$ cat config.mk
export PLATFORM = sky130hd
export DESIGN_NAME = cacode_search_sched
export DESIGN_NICKNAME = d
export VERILOG_FILES = /design/src/rtl/cacode_search_sched.sv
export SDC_FILE = /design/constraint.sdc
export NUM_CORES = 1
export LEC_CHECK = 0
export BUFFER_PORTS_ARGS = -buffer_cell sky130_fd_sc_hd__clkbuf_2
export CORE_MARGIN = 5
export CORE_UTILIZATION = 56
export DETAILED_ROUTE_END_ITERATION = 10
export PLACE_DENSITY_LB_ADDON = 0.08
export SYNTH_ARGS = -nofsm -noshare
export SYNTH_HDL_FRONTEND = slang
export SYNTH_SLANG_ARGS = --single-unit
$ cat constraint.sdc
create_clock -name clk -period 4.2 [get_ports clk]
set_input_delay 0.84 -clock clk [delete_from_list [all_inputs] [get_ports clk]]
set_output_delay 0.84 -clock clk [all_outputs]
set_load 0.1 [all_outputs]
$ cat src/rtl/cacode_search_sched.sv
// Acquisition search scheduler: walks an omega x code-phase grid for one
// C/A code generator, dwelling, reporting to the correlator and slewing between steps.
module cacode_search_sched #(
  parameter int OMEGA_W = 9,
  parameter int IDX_W   = 8,
  parameter int DWELL_W = 16,
  parameter int SLEW_W  = 10
) (
  input  logic               clk,
  input  logic               rst,
  input  logic               start,
  input  logic               abort,
  input  logic [9:0]         cfg_g1,
  input  logic [9:0]         cfg_g2,
  input  logic [OMEGA_W-1:0] cfg_omega_min,
  input  logic [OMEGA_W-1:0] cfg_omega_step,
  input  logic [IDX_W-1:0]   cfg_num_omega,
  input  logic [IDX_W-1:0]   cfg_num_cp,
  input  logic [DWELL_W-1:0] cfg_dwell_len,
  input  logic [SLEW_W-1:0]  cfg_slew_len,
  input  logic               result_ack,
  output logic [9:0]         g1,
  output logic [9:0]         g2,
  output logic               set_reg,
  output logic [OMEGA_W-1:0] nco_omega,
  output logic               dump,
  output logic               result_valid,
  output logic [IDX_W-1:0]   om_idx,
  output logic [IDX_W-1:0]   cp_idx,
  output logic               busy,
  output logic               done
);

  typedef enum logic [2:0] {IDLE, LOAD, DWELL, REPORT, SLEW, DONE} state_t;

  state_t state, state_nxt;

  logic [IDX_W-1:0]   num_omega_r, num_cp_r;
  logic [DWELL_W-1:0] dwell_len_r, dwell_cnt;
  logic [SLEW_W-1:0]  slew_len_r, slew_cnt;
  logic [OMEGA_W-1:0] omega_cur, omega_step_r, omega_next;
  logic [OMEGA_W:0]   omega_sum;
  logic               dwell_last, slew_last, cp_more, om_more;

  // Lengths are latched already clamped to >=1 (except slew), so no underflow here.
  assign dwell_last = (dwell_cnt == dwell_len_r - DWELL_W'(1));
  assign slew_last  = (slew_cnt == slew_len_r - SLEW_W'(1));
  assign cp_more    = (cp_idx < num_cp_r - IDX_W'(1));
  assign om_more    = (om_idx < num_omega_r - IDX_W'(1));

  // Omega advance saturates at full scale instead of wrapping to a low bin.
  assign omega_sum  = {1'b0, omega_cur} + {1'b0, omega_step_r};
  assign omega_next = omega_sum[OMEGA_W] ? {OMEGA_W{1'b1}} : omega_sum[OMEGA_W-1:0];

  always_comb begin
    state_nxt = state;
    case (state)
      IDLE:   if (start) state_nxt = LOAD;
      LOAD:   state_nxt = DWELL;
      DWELL:  if (dwell_last) state_nxt = REPORT;
      REPORT: begin
        if (result_ack) begin
          if (cp_more)      state_nxt = (slew_len_r == '0) ? DWELL : SLEW;
          else if (om_more) state_nxt = LOAD;
          else              state_nxt = DONE;
        end
      end
      SLEW:   if (slew_last) state_nxt = DWELL;
      DONE:   state_nxt = IDLE;
      default: state_nxt = IDLE;
    endcase
    if (abort) state_nxt = IDLE;
  end

  always_comb begin
    set_reg      = (state == LOAD);
    nco_omega    = (state == DWELL) ? omega_cur : '0;
    dump         = (state == DWELL) && dwell_last;
    result_valid = (state == REPORT);
    busy         = (state != IDLE);
    done         = (state == DONE);
  end

  always_ff @(posedge clk) begin
    if (rst) begin
      state        <= IDLE;
      g1           <= '0;
      g2           <= '0;
      num_omega_r  <= '0;
      num_cp_r     <= '0;
      dwell_len_r  <= '0;
      slew_len_r   <= '0;
      omega_step_r <= '0;
      omega_cur    <= '0;
      om_idx       <= '0;
      cp_idx       <= '0;
      dwell_cnt    <= '0;
      slew_cnt     <= '0;
    end else begin
      state     <= state_nxt;
      dwell_cnt <= (state == DWELL && state_nxt == DWELL) ? dwell_cnt + DWELL_W'(1) : '0;
      slew_cnt  <= (state == SLEW && state_nxt == SLEW) ? slew_cnt + SLEW_W'(1) : '0;
      if (abort) begin
        om_idx    <= '0;
        cp_idx    <= '0;
        omega_cur <= '0;
      end else begin
        case (state)
          IDLE: begin
            if (start) begin
              g1           <= cfg_g1;
              g2           <= cfg_g2;
              num_omega_r  <= (cfg_num_omega == '0) ? IDX_W'(1) : cfg_num_omega;
              num_cp_r     <= (cfg_num_cp == '0) ? IDX_W'(1) : cfg_num_cp;
              dwell_len_r  <= (cfg_dwell_len == '0) ? DWELL_W'(1) : cfg_dwell_len;
              slew_len_r   <= cfg_slew_len;
              omega_step_r <= cfg_omega_step;
              omega_cur    <= cfg_omega_min;
              om_idx       <= '0;
              cp_idx       <= '0;
            end
          end
          REPORT: begin
            if (result_ack) begin
              if (cp_more) begin
                cp_idx <= cp_idx + IDX_W'(1);
              end else if (om_more) begin
                om_idx    <= om_idx + IDX_W'(1);
                cp_idx    <= '0;
                omega_cur <= omega_next;
              end
            end
          end
          default: ;
        endcase
      end
    end
  end

endmodule

Word-level counts from Yosys, hierarchy flattened
Index checks and enable logic that the tools add are counted.
W data, S select, Z words.
- bits in registers: 125
- bits in latches: 0
- RAM bits: 0
- memory bits (read-only): 0
- input port bits: 85
- output and inout bits: 50
- word-level logic and storage cells: 85
- memories: 0
- $add $sub $neg: 9
- $mul: 0
- div/mod/pow operators: 0
- order comparisons: 2
- equal/unequal tests: 14
- shift-type cells: 0
- muxes and demuxes: 28
- bitwise gates (word level): 3
- reduce and logical (&&, ||, !) cells: 16
- operators by type and width (operator ; number):
    $mux W8 ; 9
    $mux W9 ; 6
    $pmux W8 S2 ; 2
    $mux W3 ; 8
    $pmux W9 S2 ; 1
    $add A16 B1 Y16 const B ; 1
    $add A8 B1 Y8 const B ; 2
    $eq A16 B16 Y1 ; 1
    $logic_not A16 Y1 ; 1
    $logic_not A8 Y1 ; 2
    $lt A8 B8 Y1 ; 2
    $mux W16 ; 1
    $sub A16 B1 Y16 const B ; 1
    $sub A8 B1 Y8 const B ; 2
    $pmux W3 S5 ; 1
    $add A10 B1 Y10 const B ; 1
    $add A9 B9 Y10 ; 1
    $eq A10 B10 Y1 ; 1
    $logic_not A10 Y1 ; 1
    $sub A10 B1 Y10 const B ; 1
    $eq A3 B2 Y1 const B ; 3
    $eq A3 B3 Y1 const B ; 3
    $ne A2 B2 Y1 const B ; 3
    $reduce_or A2 Y1 ; 3
    other kinds (11) ; 15

Logic depth before layout (Yosys ltp)
Gate-level depths: netlist of run 1.
- word-level depth: 11
- gate-level depth with buffers: 15
- mapped depth without buffers: 13

Worst setup path before layout of run 1
No wires, ideal clock.
- path type: flip-flop to output port
- start point: reg state[0]
- end point: out set_reg
- arrival time: 2.720 ns
- data required time: 3.360 ns
- path slack: 0.640 ns
- stages on the path, launching flop included: 3
- buffers on the path: 1
- cells stage by stage: dfxtp_1 clkbuf_1 nor3b_1
- cells in the longest elaborated chain, start to end: 1
- RTL lines (item ; line ; text):
    start, declared ; 36 ; state_t state, state_nxt;
    start signal, assigned ; 100 ; state <= state_nxt;
    $eq A3 B1 Y1 ; 76 ; set_reg = (state == LOAD);
    end, declared ; 24 ; output logic set_reg,
No other way between the ends.

Worst setup path in the final report of run 1
- start point: reg dwell_len_r[0]
- end point: out dump
- cells in the longest elaborated chain, start to end: 3
- RTL lines (item ; line ; text):
    start, declared ; 39 ; logic [DWELL_W-1:0] dwell_len_r, dwell_cnt;
    start signal, assigned ; 115 ; dwell_len_r <= (cfg_dwell_len == '0) ? DWELL_W'(1) : cfg_dwell_len;
    $sub A16 B1 Y16 ; 46 ; assign dwell_last = (dwell_cnt == dwell_len_r - DWELL_W'(1));
    $eq A16 B16 Y1 ; 46 ;
    $logic_and A1 B1 Y1 ; 78 ; dump = (state == DWELL) && dwell_last;
    end, declared ; 26 ; output logic dump,
No other way between the ends.

==> flow_summary.json, run 1 <==
{
  "reg2reg_to": "cp_idx[5]$_SDFFE_PP0P_",
  "path_clk_slew_ns": 0.05,
  "die_area_mm2": 0.0143,
  "cts-buffers-inserted": 17,
  "synth_area_leaders": "dfxtp_1 (37%), nand2_1 (9.5%), a21oi_1 (7.0%)",
  "r2r-start": "num_cp_r[2]$_SDFFE_PP0P_",
  "status": "complete, no violations",
  "cp_data_required_time_ns": 3.36,
  "critPathLaunchType": "flip-flop",
  "critPathLaunch": "dwell_len_r[0]$_SDFFE_PP0P_",
  "endpoint": "dump",
  "worst_slack_ns": 0.206,
  "grt_max_degree": 73,
  "insertion_delay_ns": 0.42,
  "setup_tns_ns": 0,
  "peakVddDrop_mv": 0.319,
  "holdWs_ns": 0.455,
  "swShare": 0.272,
  "syn_to_final_growth_pct": 19.7,
  "maxCapViolCount": 0,
  "arrival_ns": 3.15,
  "cp_top_family": "simple AND/OR/NAND/NOR gates",
  "worst_pin_slew_ns": 1.03,
  "cp_num_cells": 10,
  "gp_congestion": 0.921,
  "drt_pass1_iterations": 5,
  "p_total_mw": 3.13,
  "path_class": "flip-flop to output pin",
  "wl_mm": 17.1,
  "drt_iter0_markers": 410,
  "synth_flop_cell": "dfxtp_1",
  "crit_chain": "inv_1, ha_1, nor3b_1, nand3_1, xnor2_1, a2111oi_2, nand4_1, or2_1, inv_1, buf_12",
  "power_density_mw_per_mm2": 390,
  "track_usage": 0.243,
  "synth_edf_count": 0,
  "hpwl_mm": 12.7,
  "die_w_um": 119,
  "start_util": 0.566,
  "hold_viol": 0,
  "max_freq_mhz": 250,
  "place_inst": 1098,
  "drc": 0,
  "synth_area_mm2": 0.00671,
  "ys_seq_elements": 125,
  "seqPwrFrac": 0.403,
  "port_buffers": 134,
  "worst_clock_skew_ns": 0.00709,
  "clock-root-buffer": "clkbuf_16",
  "place_area_mm2": 0.00745,
  "cts_setup_buffers": 0,
  "num_vias": 6371,
  "hold_path.class": "flip-flop to flip-flop",
  "synth-seq-area-share": 0.373,
  "r2r_slack_ns": 0.70,
  "routedWlPerCell_um": 15.1,
  "ys_types": 58,
  "slowest_stage": "nor3b_1",
  "clkPwrFrac": 0.455,
  "cp_common_cell": "inv_1",
  "setup-violations-final": 0,
  "diodes": 0,
  "pre_cts_slack_ns": 0.702,
  "netlist.area_leader.share": 0.373,
  "hold_buffers": 0,
  "die_y_um": 119,
  "htreeDepth": 4,
  "worstSetupEndpointType": "output pin",
  "ios": 135,
  "yosys.area.top_type": "dfxtp_1",
  "timing.final.max_slew_violations": 0,
  "combPwrFrac": 0.141,
  "async_flop_share": 0,
  "cts_tree": "yes",
  "post-route-util": 0.677,
  "rsz0062_at_grt": "no",
  "p_leak_nw": 3.41,
  "synth_cells": 854,
  "final_cell_mix": "nand2_1 (169), clkbuf_2 (133), dfxtp_1 (125), a21oi_1 (94), nor2_1 (58)",
  "finalCriticalPeriod_ns": 3.99,
  "rows": 40,
  "ff2ff_path_depth": 10,
  "clock-sinks": 125,
  "cts_buffer_depth": 2,
  "crit_buf_inv": 3,
  "syn-num-nets": 971,
  "ys.warnings.count": 0,
  "grt.overflow.total": 0,
  "avgSynthCellArea_um2": 7.85,
  "period_share": 0.951,
  "worstPathMaxFanout": 5,
  "layout_commonest_cell": "nand2_1",
  "cts_resized": 0,
  "worst_path_largest_cell_delay_ns": 0.56,
  "avgViaCountPerCell": 5.64,
  "grt_pass1_wl_mm": 28.7,
  "switchingPower_uw": 854,
  "antenna_found_initial": 0,
  "instances_no_fill": 1130,
  "core_mm2": 0.0119,
  "ant_nets": 0,
  "grt_pass1_vias": 6354,
  "relSlewSlack": 0.311,
  "p_int_mw": 2.28,
  "drive_gt1_frac": 0.185,
  "final_cell_area_mm2": 0.00803,
  "finalNetCount": 1087
}
## cell usage after synthesis (3+ instances only)
master    count
inv_1        20
buf_1         6
and2_1       12
nand4_1       8
or4_1         8
nand3b_1      4
ha_1         31
xor2_1       39
o21ai_0      25
o22ai_1       5
nor3b_1       6
nor4_1       12
or3_1         7
dfxtp_1     125
xnor2_1      35
and4_1        3
clkbuf_1     32
nor2_1       59
a311oi_1      3
nor3_1       16
o31ai_1       5
a21o_1        7
mux2i_1       4
and3_1       18
a31oi_1       6
nor2b_1       4
nand2_1     169
a21oi_1      94
nand3_1      39
nand2b_1      3
nand4b_1      3
a211oi_1      7
o211ai_1      6
or2_2         3
## routing by layer
| layer | vias to the layer above | global-route usage | share of wire |
|---|---|---|---|
| li1 | 3206 | - | - |
| met1 | 2934 | 0.284 | 0.42 |
| met2 | 194 | 0.416 | 0.49 |
| met3 | 37 | 0.0603 | 0.066 |
| met4 | 0 | 0.118 | 0.026 |
| met5 | - | 0 | 0 |
## final cells by class
type                            count  area [µm²]
Sequential cell                   125        2500
Clock buffer                       20         457
Clock inverter                     12         120
Fill cell                         998        3830
Inverter                           20        75.1
Multi-Input combinational cell    668        3970
Tap cell                          147         184
Timing Repair Buffer              138         716
## how the worst min path moves through the flow
stage / from / cells past startpoint / to
2_1_floorplan: omega_step_r[0]$_SDFFE_PP0P_ / 2 / omega_step_r[0]$_SDFFE_PP0P_
3_3_place_gp: g1[5]$_SDFFE_PP0P_ / 2 / g1[5]$_SDFFE_PP0P_
4_1_cts: g1[3]$_SDFFE_PP0P_ / 2 / g1[3]$_SDFFE_PP0P_
3_5_place_dp: g1[9]$_SDFFE_PP0P_ / 2 / g1[9]$_SDFFE_PP0P_
5_1_grt: g2[5]$_SDFFE_PP0P_ / 2 / g2[5]$_SDFFE_PP0P_
6_report: g1[9]$_SDFFE_PP0P_ / 2 / g1[9]$_SDFFE_PP0P_
## cell families (layout without fill, tap and decap cells)
kind of cell             after synthesis  in the layout  share of synthesized area
AND/OR/NAND/NOR                      383            383                      0.272
AO/OA/AOI/OAI                        173            173                      0.152
flip-flops                           125            125                      0.373
XOR/XNOR                              74             74                     0.0966
buffers and inverters                 61            190                     0.0356
adder cells (fa/ha/maj)               32             32                     0.0608
multiplexers                           6              6                    0.00933
## flip-flops by register name, indices dropped and copies added, names as in the netlist
name          count
cp_idx            8
dwell_cnt        16
dwell_len_r      16
g1               10
g2               10
num_cp_r          8
num_omega_r       8
om_idx            8
omega_cur         9
omega_step_r      9
slew_cnt         10
slew_len_r       10
state             3
## power groups by stage
stage,clock network (mW),logic (mW),registers [mW]
after floorplan,0,0.269,1.34
after global placement,0,0.428,1.28
after detailed placement,0,0.440,1.29
after CTS,1.44,0.444,1.26
after global routing,1.49,0.492,1.27
final,1.43,0.443,1.26
## worst register-to-register path: stages, from the launching register on
cell and delay, ns:
dfxtp_1 0.35, or4_1 0.55, nor4_1 0.24, xnor2_1 0.17, ha_1 0.28, a21oi_1 0.13
o21ai_0 0.15, nor3_1 0.51, or2_1 0.55, nand2_1 0.26, a21oi_1 0.22
Note: power is estimated with default switching activity, not from simulation.
==> run 2, diff against run 1 <==
--- a/config.mk
+++ b/config.mk
@@ -9,6 +9,7 @@
 export CORE_MARGIN = 5
 export CORE_UTILIZATION = 56
 export DETAILED_ROUTE_END_ITERATION = 10
+export MAX_ROUTING_LAYER = met4
 export PLACE_DENSITY_LB_ADDON = 0.08
 export SYNTH_ARGS = -nofsm -noshare
 export SYNTH_HDL_FRONTEND = slang
==> run 2 against run 1 <==
Compared with the run above:
- global-route usage up 0.93 points
- sequential cell count stayed put
- largest power group unchanged
- critical endpoint unchanged
- die area stayed put
- combinational power hardly changed
- via count is 0.96% higher
- utilization up 0.78 points
- highest routed layer unchanged
- cell area rose by 1.2%
- critical path type unchanged
- non-clock buffer count up 1
- clock-buffer cell count grew 4
==> flow_summary.json, run 2 (synthesis results as in run 1) <==
{
  "ant_nets": 0,
  "period_share": 0.919,
  "switchingPower_uw": 832,
  "grt.overflow.total": 0,
  "core_mm2": 0.0119,
  "worst_pin_slew_ns": 1.07,
  "hold_path.class": "flip-flop to flip-flop",
  "insertion_delay_ns": 0.42,
  "status": "complete, no violations",
  "clock-root-buffer": "clkbuf_16",
  "rsz0062_at_grt": "no",
  "die_y_um": 119,
  "cts_resized": 0,
  "layout_commonest_cell": "nand2_1",
  "p_leak_nw": 3.45,
  "cp_data_required_time_ns": 3.36,
  "swShare": 0.249,
  "start_util": 0.566,
  "cts-buffers-inserted": 17,
  "arrival_ns": 3.02,
  "timing.final.max_slew_violations": 0,
  "peakVddDrop_mv": 0.300,
  "combPwrFrac": 0.134,
  "clkPwrFrac": 0.488,
  "wl_mm": 17.3,
  "holdWs_ns": 0.454,
  "grt_pass1_wl_mm": 28.8,
  "die_w_um": 119,
  "setup-violations-final": 0,
  "diodes": 0,
  "die_area_mm2": 0.0143,
  "hold_viol": 0,
  "rows": 40,
  "gp_congestion": 0.937,
  "grt_max_degree": 73,
  "htreeDepth": 4,
  "port_buffers": 134,
  "path_clk_slew_ns": 0.05,
  "finalCriticalPeriod_ns": 3.86,
  "worst_clock_skew_ns": 0.00720,
  "worstPathMaxFanout": 5,
  "syn_to_final_growth_pct": 21.1,
  "grt_pass1_vias": 6252,
  "critPathLaunchType": "flip-flop",
  "cts_buffer_depth": 2,
  "setup_tns_ns": 0,
  "max_freq_mhz": 259,
  "routedWlPerCell_um": 15.3,
  "hold_buffers": 0,
  "drt_iter0_markers": 326,
  "drt_pass1_iterations": 7,
  "cts_setup_buffers": 0,
  "ios": 135,
  "seqPwrFrac": 0.378,
  "top_regs": "dwell_cnt x16, dwell_len_r x16",
  "finalNetCount": 1088,
  "relSlewSlack": 0.281,
  "hpwl_mm": 12.7,
  "drc": 0,
  "p_int_mw": 2.51,
  "num_vias": 6432,
  "maxCapViolCount": 0,
  "drive_gt1_frac": 0.184,
  "final_cell_mix": "nand2_1 (169), clkbuf_2 (133), dfxtp_1 (125), a21oi_1 (94), nor2_1 (58)",
  "power_density_mw_per_mm2": 411,
  "track_usage": 0.253,
  "avgViaCountPerCell": 5.70,
  "clock-sinks": 125,
  "antenna_found_initial": 0,
  "path_class": "flip-flop to output pin",
  "worstSetupEndpointType": "output pin",
  "cts_tree": "yes"
}
## run 2: cell count changes in the layout (fill, tap and decap cells not counted)
cell	previous run	this run
bufinv_16	2	5
clkinv_4	2	0
clkbuf_8	2	5
clkinvlp_4	1	0
clkbuf_1	1	2
clkinv_2	7	1
nor3b_2	0	1
buf_4	4	5
nor3b_1	6	5
## run 2: cell type report
type                            instances  area [µm²]
Inverter                               20        75.1
Sequential cell                       125        2500
Clock buffer                           24         502
Fill cell                            1023        3740
Tap cell                              147         184
Clock inverter                          6         155
Timing Repair Buffer                  139         723
Multi-Input combinational cell        668        3980
## run 2: worst paths after layout
| check | end | startpoint | cells past startpoint | slack (ns) |
|---|---|---|---|---|
| max reg2reg | om_idx[7]$_SDFFE_PP0P_ | num_cp_r[2]$_SDFFE_PP0P_ | 10 | 0.70 |
| min | g1[9]$_SDFFE_PP0P_ | g1[9]$_SDFFE_PP0P_ | 2 | 0.45 |
| min reg2reg | g1[9]$_SDFFE_PP0P_ | g1[9]$_SDFFE_PP0P_ | 2 | 0.45 |
| max | dump | dwell_len_r[0]$_SDFFE_PP0P_ | 10 | 0.34 |
## run 2: critical path: stages (launching register included)
cell      delay [ns]
dfxtp_1         0.36
inv_1           0.10
ha_1            0.19
nor3b_2         0.36
nand3_1         0.18
o31a_1          0.28
a311oi_1        0.26
nand4_1         0.23
or2_1           0.33
inv_1           0.12
buf_12          0.18
## run 2: through the flow
stage / util / instances / instance area, µm² / setup slack (ns) / power (mW)
6_report: 0.685 / 1129 / 8120 / 0.339 / 3.34
5_1_grt: 0.685 / 1129 / 8120 / 0.170 / 3.48
4_1_cts: 0.684 / 1129 / 8120 / 0.204 / 3.36
3_5_place_dp: 0.629 / 1099 / 7460 / 0.686 / 1.73
3_3_place_gp: 0.629 / 1099 / 7460 / 0.806 / 1.71
2_1_floorplan: - / 854 / 6710 / 0.640 / 1.61
## run 2: power groups by stage
stage / clock network, mW / registers, mW / logic, mW
after global placement: 0 / 1.28 / 0.427
after global routing: 1.72 / 1.27 / 0.492
after detailed placement: 0 / 1.29 / 0.442
final: 1.63 / 1.26 / 0.446
after CTS: 1.65 / 1.26 / 0.445
after floorplan: 0 / 1.34 / 0.269
## run 2: metal layers
metal	global-route usage	routed length, µm	up-vias
met4	0.118	494	0
met3	0.0603	1110	46
met5	-	0	-
met2	0.406	8210	211
met1	0.299	7440	2962
li1	-	-	3213
